### src/rtl/wb_pkg.sv
// wb_pkg: shared channel-select codes, state encoding and default widths for wb_demux3.
package wb_pkg;
    localparam int DW_DEF = 32;
    localparam int AW_DEF = 5;
    localparam logic [1:0] SEL_GPR  = 2'd0;
    localparam logic [1:0] SEL_HILO = 2'd1;
    localparam logic [1:0] SEL_CP0  = 2'd2;
    localparam logic [1:0] SEL_BAD  = 2'd3;
    typedef enum logic {EMPTY = 1'b0, HOLD = 1'b1} state_e;
endpackage

### src/rtl/wb_demux3_if.sv
// wb_demux3_if: upstream result stream plus the three consumer channels of wb_demux3.
interface wb_demux3_if #(parameter int DW = 32, parameter int AW = 5);
    logic          in_valid;
    logic          in_ready;
    logic [DW-1:0] in_data;
    logic [AW-1:0] in_dest;
    logic [1:0]    in_sel;
    logic          out0_valid, out1_valid, out2_valid;
    logic          out0_ready, out1_ready, out2_ready;
    logic [DW-1:0] out0_data, out1_data, out2_data;
    logic [AW-1:0] out0_dest, out1_dest, out2_dest;
    modport slave (
        input  in_valid, in_data, in_dest, in_sel,
        output in_ready,
        output out0_valid, out1_valid, out2_valid,
        input  out0_ready, out1_ready, out2_ready,
        output out0_data, out1_data, out2_data,
        output out0_dest, out1_dest, out2_dest
    );
    modport master (
        output in_valid, in_data, in_dest, in_sel,
        input  in_ready,
        input  out0_valid, out1_valid, out2_valid,
        output out0_ready, out1_ready, out2_ready,
        input  out0_data, out1_data, out2_data,
        input  out0_dest, out1_dest, out2_dest
    );
endinterface

### src/rtl/wb_hold_reg.sv
// wb_hold_reg: one-entry slot for data/dest/sel; clear wins over load.
module wb_hold_reg #(parameter int DW = 32, parameter int AW = 5) (
    input  logic          clk,
    input  logic          rst_n,
    input  logic          load,
    input  logic          clear,
    input  logic [DW-1:0] in_data,
    input  logic [AW-1:0] in_dest,
    input  logic [1:0]    in_sel,
    output logic [DW-1:0] data_q,
    output logic [AW-1:0] dest_q,
    output logic [1:0]    sel_q
);
    logic [DW-1:0] data_d;
    logic [AW-1:0] dest_d;
    logic [1:0]    sel_d;
    always_comb begin
        data_d = clear ? '0 : load ? in_data : data_q;
        dest_d = clear ? '0 : load ? in_dest : dest_q;
        sel_d  = clear ? '0 : load ? in_sel  : sel_q;
    end
    always_ff @(posedge clk or negedge rst_n) begin
        if (!rst_n) begin
            data_q <= '0;
            dest_q <= '0;
            sel_q  <= '0;
        end else begin
            data_q <= data_d;
            dest_q <= dest_d;
            sel_q  <= sel_d;
        end
    end
endmodule

### src/rtl/wb_demux3.sv
// wb_demux3: registered 1-to-3 result distributor (GPR / HI-LO / CP0) with valid/ready on every side.
// Define WB_DEMUX_STATS_EN to add per-channel retire counters and an illegal-select counter.
module wb_demux3 import wb_pkg::*; #(parameter int DW = DW_DEF, parameter int AW = AW_DEF) (
    input  logic           clk,
    input  logic           rst_n,
    input  logic           flush,
    wb_demux3_if.slave     bus,
    output logic           sel_err,
    output logic           sel_err_sticky
`ifdef WB_DEMUX_STATS_EN
    ,
    output logic [15:0]    cnt0,
    output logic [15:0]    cnt1,
    output logic [15:0]    cnt2,
    output logic [7:0]     err_cnt
`endif
);
    state_e        state_q, state_d;
    logic [DW-1:0] data_q;
    logic [AW-1:0] dest_q;
    logic [1:0]    sel_q;
    logic [3:0]    rdy;
    logic          retire, accept, load;
    logic          sel_err_q, sel_err_d, sticky_q, sticky_d;
    // bit 3 pads the illegal code so indexing by sel_q is always in range
    assign rdy          = {1'b0, bus.out2_ready, bus.out1_ready, bus.out0_ready};
    assign retire       = state_q == HOLD && rdy[sel_q];
    assign bus.in_ready = rst_n && !flush && (state_q == EMPTY || retire);
    assign accept       = bus.in_valid && bus.in_ready;
    assign load         = accept && bus.in_sel != SEL_BAD;
    always_comb begin
        sel_err_d = accept && bus.in_sel == SEL_BAD;
        sticky_d  = sticky_q | sel_err_d;
        state_d   = flush ? EMPTY : load ? HOLD : retire ? EMPTY : state_q;
    end
    wb_hold_reg #(.DW(DW), .AW(AW)) u_hold (
        .clk(clk), .rst_n(rst_n), .load(load), .clear(flush),
        .in_data(bus.in_data), .in_dest(bus.in_dest), .in_sel(bus.in_sel),
        .data_q(data_q), .dest_q(dest_q), .sel_q(sel_q)
    );
    always_ff @(posedge clk or negedge rst_n) begin
        if (!rst_n) begin
            state_q   <= EMPTY;
            sel_err_q <= 1'b0;
            sticky_q  <= 1'b0;
        end else begin
            state_q   <= state_d;
            sel_err_q <= sel_err_d;
            sticky_q  <= sticky_d;
        end
    end
    assign bus.out0_valid = state_q == HOLD && sel_q == SEL_GPR;
    assign bus.out1_valid = state_q == HOLD && sel_q == SEL_HILO;
    assign bus.out2_valid = state_q == HOLD && sel_q == SEL_CP0;
    assign bus.out0_data  = data_q;
    assign bus.out1_data  = data_q;
    assign bus.out2_data  = data_q;
    assign bus.out0_dest  = dest_q;
    assign bus.out1_dest  = dest_q;
    assign bus.out2_dest  = dest_q;
    assign sel_err        = sel_err_q;
    assign sel_err_sticky = sticky_q;
`ifdef WB_DEMUX_STATS_EN
    logic [15:0] cnt0_q, cnt0_d, cnt1_q, cnt1_d, cnt2_q, cnt2_d;
    logic [7:0]  err_q, err_d;
    logic        ret_ok;
    // a flush in the retire cycle discards the beat, so it is not counted
    assign ret_ok = retire && !flush;
    always_comb begin
        cnt0_d = cnt0_q + 16'(ret_ok && sel_q == SEL_GPR);
        cnt1_d = cnt1_q + 16'(ret_ok && sel_q == SEL_HILO);
        cnt2_d = cnt2_q + 16'(ret_ok && sel_q == SEL_CP0);
        err_d  = err_q + 8'(sel_err_d);
    end
    always_ff @(posedge clk or negedge rst_n) begin
        if (!rst_n) begin
            cnt0_q <= '0;
            cnt1_q <= '0;
            cnt2_q <= '0;
            err_q  <= '0;
        end else begin
            cnt0_q <= cnt0_d;
            cnt1_q <= cnt1_d;
            cnt2_q <= cnt2_d;
            err_q  <= err_d;
        end
    end
    assign cnt0    = cnt0_q;
    assign cnt1    = cnt1_q;
    assign cnt2    = cnt2_q;
    assign err_cnt = err_q;
`endif
endmodule

### src/flat_wrapper.sv
// flat-port wrapper written by rule: the top's interface ports become plain ports
module wb_demux3_flat import wb_pkg::*;
#(parameter int DW = DW_DEF, parameter int AW = AW_DEF)
  (clk, rst_n, flush, sel_err, sel_err_sticky, bus_in_valid, bus_in_data, bus_in_dest, bus_in_sel, bus_in_ready, bus_out0_valid, bus_out1_valid, bus_out2_valid, bus_out0_ready, bus_out1_ready, bus_out2_ready, bus_out0_data, bus_out1_data, bus_out2_data, bus_out0_dest, bus_out1_dest, bus_out2_dest);
  wb_demux3_if #(.DW(DW), .AW(AW)) bus_i ();
  input  logic clk;
  input  logic rst_n;
  input  logic flush;
  output logic sel_err;
  output logic sel_err_sticky;
  input wire logic [$bits(bus_i.in_valid)-1:0] bus_in_valid;
  input wire logic [$bits(bus_i.in_data)-1:0] bus_in_data;
  input wire logic [$bits(bus_i.in_dest)-1:0] bus_in_dest;
  input wire logic [$bits(bus_i.in_sel)-1:0] bus_in_sel;
  output wire logic [$bits(bus_i.in_ready)-1:0] bus_in_ready;
  output wire logic [$bits(bus_i.out0_valid)-1:0] bus_out0_valid;
  output wire logic [$bits(bus_i.out1_valid)-1:0] bus_out1_valid;
  output wire logic [$bits(bus_i.out2_valid)-1:0] bus_out2_valid;
  input wire logic [$bits(bus_i.out0_ready)-1:0] bus_out0_ready;
  input wire logic [$bits(bus_i.out1_ready)-1:0] bus_out1_ready;
  input wire logic [$bits(bus_i.out2_ready)-1:0] bus_out2_ready;
  output wire logic [$bits(bus_i.out0_data)-1:0] bus_out0_data;
  output wire logic [$bits(bus_i.out1_data)-1:0] bus_out1_data;
  output wire logic [$bits(bus_i.out2_data)-1:0] bus_out2_data;
  output wire logic [$bits(bus_i.out0_dest)-1:0] bus_out0_dest;
  output wire logic [$bits(bus_i.out1_dest)-1:0] bus_out1_dest;
  output wire logic [$bits(bus_i.out2_dest)-1:0] bus_out2_dest;
  assign bus_i.in_valid = bus_in_valid;
  assign bus_i.in_data = bus_in_data;
  assign bus_i.in_dest = bus_in_dest;
  assign bus_i.in_sel = bus_in_sel;
  assign bus_in_ready = bus_i.in_ready;
  assign bus_out0_valid = bus_i.out0_valid;
  assign bus_out1_valid = bus_i.out1_valid;
  assign bus_out2_valid = bus_i.out2_valid;
  assign bus_i.out0_ready = bus_out0_ready;
  assign bus_i.out1_ready = bus_out1_ready;
  assign bus_i.out2_ready = bus_out2_ready;
  assign bus_out0_data = bus_i.out0_data;
  assign bus_out1_data = bus_i.out1_data;
  assign bus_out2_data = bus_i.out2_data;
  assign bus_out0_dest = bus_i.out0_dest;
  assign bus_out1_dest = bus_i.out1_dest;
  assign bus_out2_dest = bus_i.out2_dest;
  wb_demux3 #(.DW(DW), .AW(AW)) u_core (.clk(clk), .rst_n(rst_n), .flush(flush), .bus(bus_i), .sel_err(sel_err), .sel_err_sticky(sel_err_sticky));
endmodule
### config.mk
export PLATFORM = sky130hd
export DESIGN_NAME = wb_demux3_flat
export DESIGN_NICKNAME = d
export VERILOG_FILES = /design/src/rtl/wb_pkg.sv /design/src/rtl/wb_demux3_if.sv /design/src/rtl/wb_hold_reg.sv /design/src/rtl/wb_demux3.sv /design/src/flat_wrapper.sv
export SDC_FILE = /design/constraint.sdc
export NUM_CORES = 1
export LEC_CHECK = 0
export CORE_MARGIN = 5
export CORE_UTILIZATION = 32
export DETAILED_ROUTE_END_ITERATION = 10
export HOLD_SLACK_MARGIN = 0.08
export PLACE_DENSITY = 0.77
export SYNTH_ARGS = -nofsm -noshare
export SYNTH_HDL_FRONTEND = slang
export SYNTH_HIERARCHICAL = 1
export SYNTH_SLANG_ARGS = --single-unit
### constraint.sdc
create_clock -name clk -period 1.7 [get_ports clk]
set_clock_uncertainty 0.15 [all_clocks]
set_input_delay 0.425 -clock clk [delete_from_list [all_inputs] [get_ports clk]]
set_output_delay 0.425 -clock clk [all_outputs]
set_load 0.01 [all_outputs]
==> results.md <==
- Prevailing post-synth register cell: dfrtp_1
- Worst path bufs/invs: 3
- Top-Level Pins: 163
- RSZ-0062 raised after global routing: true
- Crit Path Class: input port to register
- Die width: 96.06 um
- Post-Synthesis Cell Area: 0.002370 sq mm
- DRT iter0 DRCs: 46
- Slowest CP cell: clkdlybuf4s50_1
- Detail Route Antenna Nets: 0
- Avg Cell Area, Syn: 10.63 sq um
- Flop2flop setup slack: -0.17 ns
- First-pass GRT wire length: 8852 um
- Routability congestion estimate: 0.7084
- Final hold viol count: 0
- Crit path time final: 1.958 ns
- Post-synth EDFFs: 0
- CP startpoint kind: input port
- Reg2Reg Depth: 7
- CTS tree: built
- Total Wirelength: 5886 um
- Die Footprint: 0.009227 sq mm
- Final setup violation count: 41
- Crit path capture type: register
- DP Area: 0.003587 sq mm
- Clock sinks: 42
- Post-route cell area: 0.003563 sq mm
- RR Startpoint: u_core/u_hold/sel_q[1]
- Worst-path maximum fanout: 22
- Post-route setup TNS: -8.694 ns
- Pwr per Cell Area: 592.8 mW/mm^2
- Worst-margin pin slew: 0.5229 ns
- Synth cell types: 18
- Synth async-reset ratio: 100.0%
- Hpwl dp: 4665 um
- Post-synthesis cell count: 223
- Status: complete, but fails checks
- Fmax: 510.6 MHz
- Die height: 96.06 um
- Final core utilization: 49.39%
- Average wire per standard cell: 13.98 um
- Largest net degree at the start of global routing: 43
- Antenna violations before repair: 0
- Area leader, netlist: dfrtp_1
- Fin nets: 367
- Leak: 2.007 nW
- Vias in the first global route: 1711
- Deepest clock path buffer count: 2
- Max Cap Viol: 0
- Peak supply drop: 0.2991 mV
- Vias post-DR: 1722
- CP Cell Sequence: clkdlybuf4s50_1 -> nor2b_2 -> o221ai_4 -> buf_4 -> nor2_4 -> buf_12 -> mux2i_1 -> nor2_1
- Final Max Tran Viols: 0
- Total CTS buffers: 5
- H-tree depth: 2
- Core Box Area: 0.007214 sq mm
- Total GRT Usage: 12.27%
- Final Cycle Share: 115.2%
- Slew HR: 65.14%
- Register area share after synthesis: 44.35%
- CP max stage delay: 0.43 ns
- CTS clk-pin slew, worst paths: 0.07 ns
- DRT Pass-1 Iters: 4
- Worst path top cell family by delay: buffers and inverters
- Final setup slack of the worst path: -0.2584 ns
- Root Buffer: clkbuf_8
- Starting density of the core: 32.85%
- Diode count: 0
- FF-to-FF End: u_core/u_hold/data_q[9]
- Input/output buffers: 162
- Cell Rows: 31
- FILL cells: 733
- Critical Path AT: 1.97 ns
- Seq cells post-synth: 42
- Non-filler cells, final: 421
- Cell count after placement: 412
- Failing checks: negative setup slack
- Worst Hold Class: input port to async pin
- Critical Path RT: 1.71 ns
- Yosys warns: 6
- Residual DRC: 0
- Synth top area share: 44.35%
- Fraction of layout cells with a size suffix above 1: 10.87%
- Latest clock arrival within the worst-skew pair: 0.28 ns
- Synth area leaders: dfrtp_1, buf_4, mux2i_1
- Syn nets: 269
- Area Growth Syn to Fin: 50.37%
- DR vias/cell: 4.090
- Aggregate global routing overflow: 0
worst register-to-register path: stages, from the launching register on:
cell,delay [ns]
dfrtp_1,0.41
and2b_4,0.27
o221ai_4,0.10
buf_4,0.16
nor2_4,0.14
buf_12,0.21
mux2i_1,0.24
nor2_1,0.06
cell families (layout without fill, tap and decap cells):
| group | after synthesis | in the layout | share of synthesized area, % |
|---|---|---|---|
| buffers and inverters | 85 | 184 | 27.24 |
| AND/OR/NAND/NOR | 52 | 52 | 8.870 |
| flip-flops | 42 | 42 | 44.35 |
| multiplexers | 41 | 41 | 17.53 |
| AO/OA/AOI/OAI | 3 | 3 | 2.007 |
repair_timing:
item | 4_1_cts | 5_1_grt
endpoints found under the setup margin | 156 | 43
pin swaps | 1 | 2
buffers inserted | 1 | 0
hold buffers | 0 | 0
gates resized for setup | 136 | 7
sequential cells by signal (all words and copies together), names as in the netlist:
name                   count
u_core/state_q             1
u_core/sel_err             1
u_core/u_hold/sel_q        2
u_core/u_hold/dest_q       5
u_core/u_hold/data_q      32
u_core/sel_err_sticky      1
cell usage after synthesis (2+ instances only):
cell type  number
mux2i_1        40
buf_4          76
inv_1           2
nor2_1         44
clkbuf_1        3
nor2b_1         2
nand2_1         3
dfrtp_1        42
buf_12          2
metal layers:
metal | vias to the layer above | GRT usage [%] | share of wire [%]
met2 | 70 | 21.79 | 55
met3 | 2 | 4.300 | 9.1
met1 | 817 | 13.91 | 36
li1 | 833 | - | -
met5 | - | 0 | 0
met4 | 0 | 3.199 | 0.46
how the worst max path moves through the flow:
stage | from | to | depth (start not counted)
final | flush | u_core/u_hold/data_q[9] | 8
after global routing | u_core/u_hold/sel_q[1] | bus_in_ready | 4
after CTS | u_core/u_hold/sel_q[1] | bus_in_ready | 4
after detailed placement | flush | bus_in_ready | 5
after global placement | bus_out0_ready | bus_in_ready | 5
after floorplan | u_core/u_hold/sel_q[1] | u_core/u_hold/data_q[22] | 8
cell usage in the layout, fill, tap and decap left out:
cell type,count
buf_2,4
dfrtp_1,42
clkbuf_1,1
and2b_4,1
a32o_1,1
nand2b_4,1
dlygate4sd2_1,114
nand2_1,2
mux2_4,1
nand3_1,1
nor2_4,2
buf_6,2
clkbuf_8,6
nor2_1,40
nand2_4,1
buf_12,2
buf_4,9
nor2b_2,1
clkdlybuf4s50_1,42
o21bai_2,1
o221ai_4,1
nor2b_1,1
clkdlybuf4s15_1,1
inv_1,2
clkinv_2,1
mux2i_1,40
nor2_2,2
metrics by stage:
step / hold slack [ns] / power [mW] / setup WS (ns)
final: 0.1173 / 2.112 / -0.2584
after global routing: 0.1595 / 2.236 / -0.3311
after CTS: 0.1259 / 2.166 / -0.3067
after detailed placement: 0.3199 / 1.554 / -0.6989
after global placement: 0.3090 / 1.546 / -0.6882
after floorplan: -0.02059 / 1.297 / -0.1448
cell type report:
cell class | count | area, sq um | area share [%]
Timing Repair Buffer | 174 | 1579 | 44.31
Sequential cell | 42 | 1051 | 29.49
Multi-Input combinational cell | 96 | 710.7 | 19.94
Tap cell | 99 | 123.9 | 3.476
Clock buffer | 7 | 86.33 | 2.423
Inverter | 2 | 7.507 | 0.2107
Clock inverter | 1 | 5.005 | 0.1404
power by group:
part           internal (mW)  total, mW  leakage, nW  switching (mW)
registers               1.03       1.06        0.576          0.0271
logic                  0.234      0.413         1.38           0.179
clock network          0.327      0.641       0.0482           0.314
No activity file was read; power rests on OpenSTA's default activity.
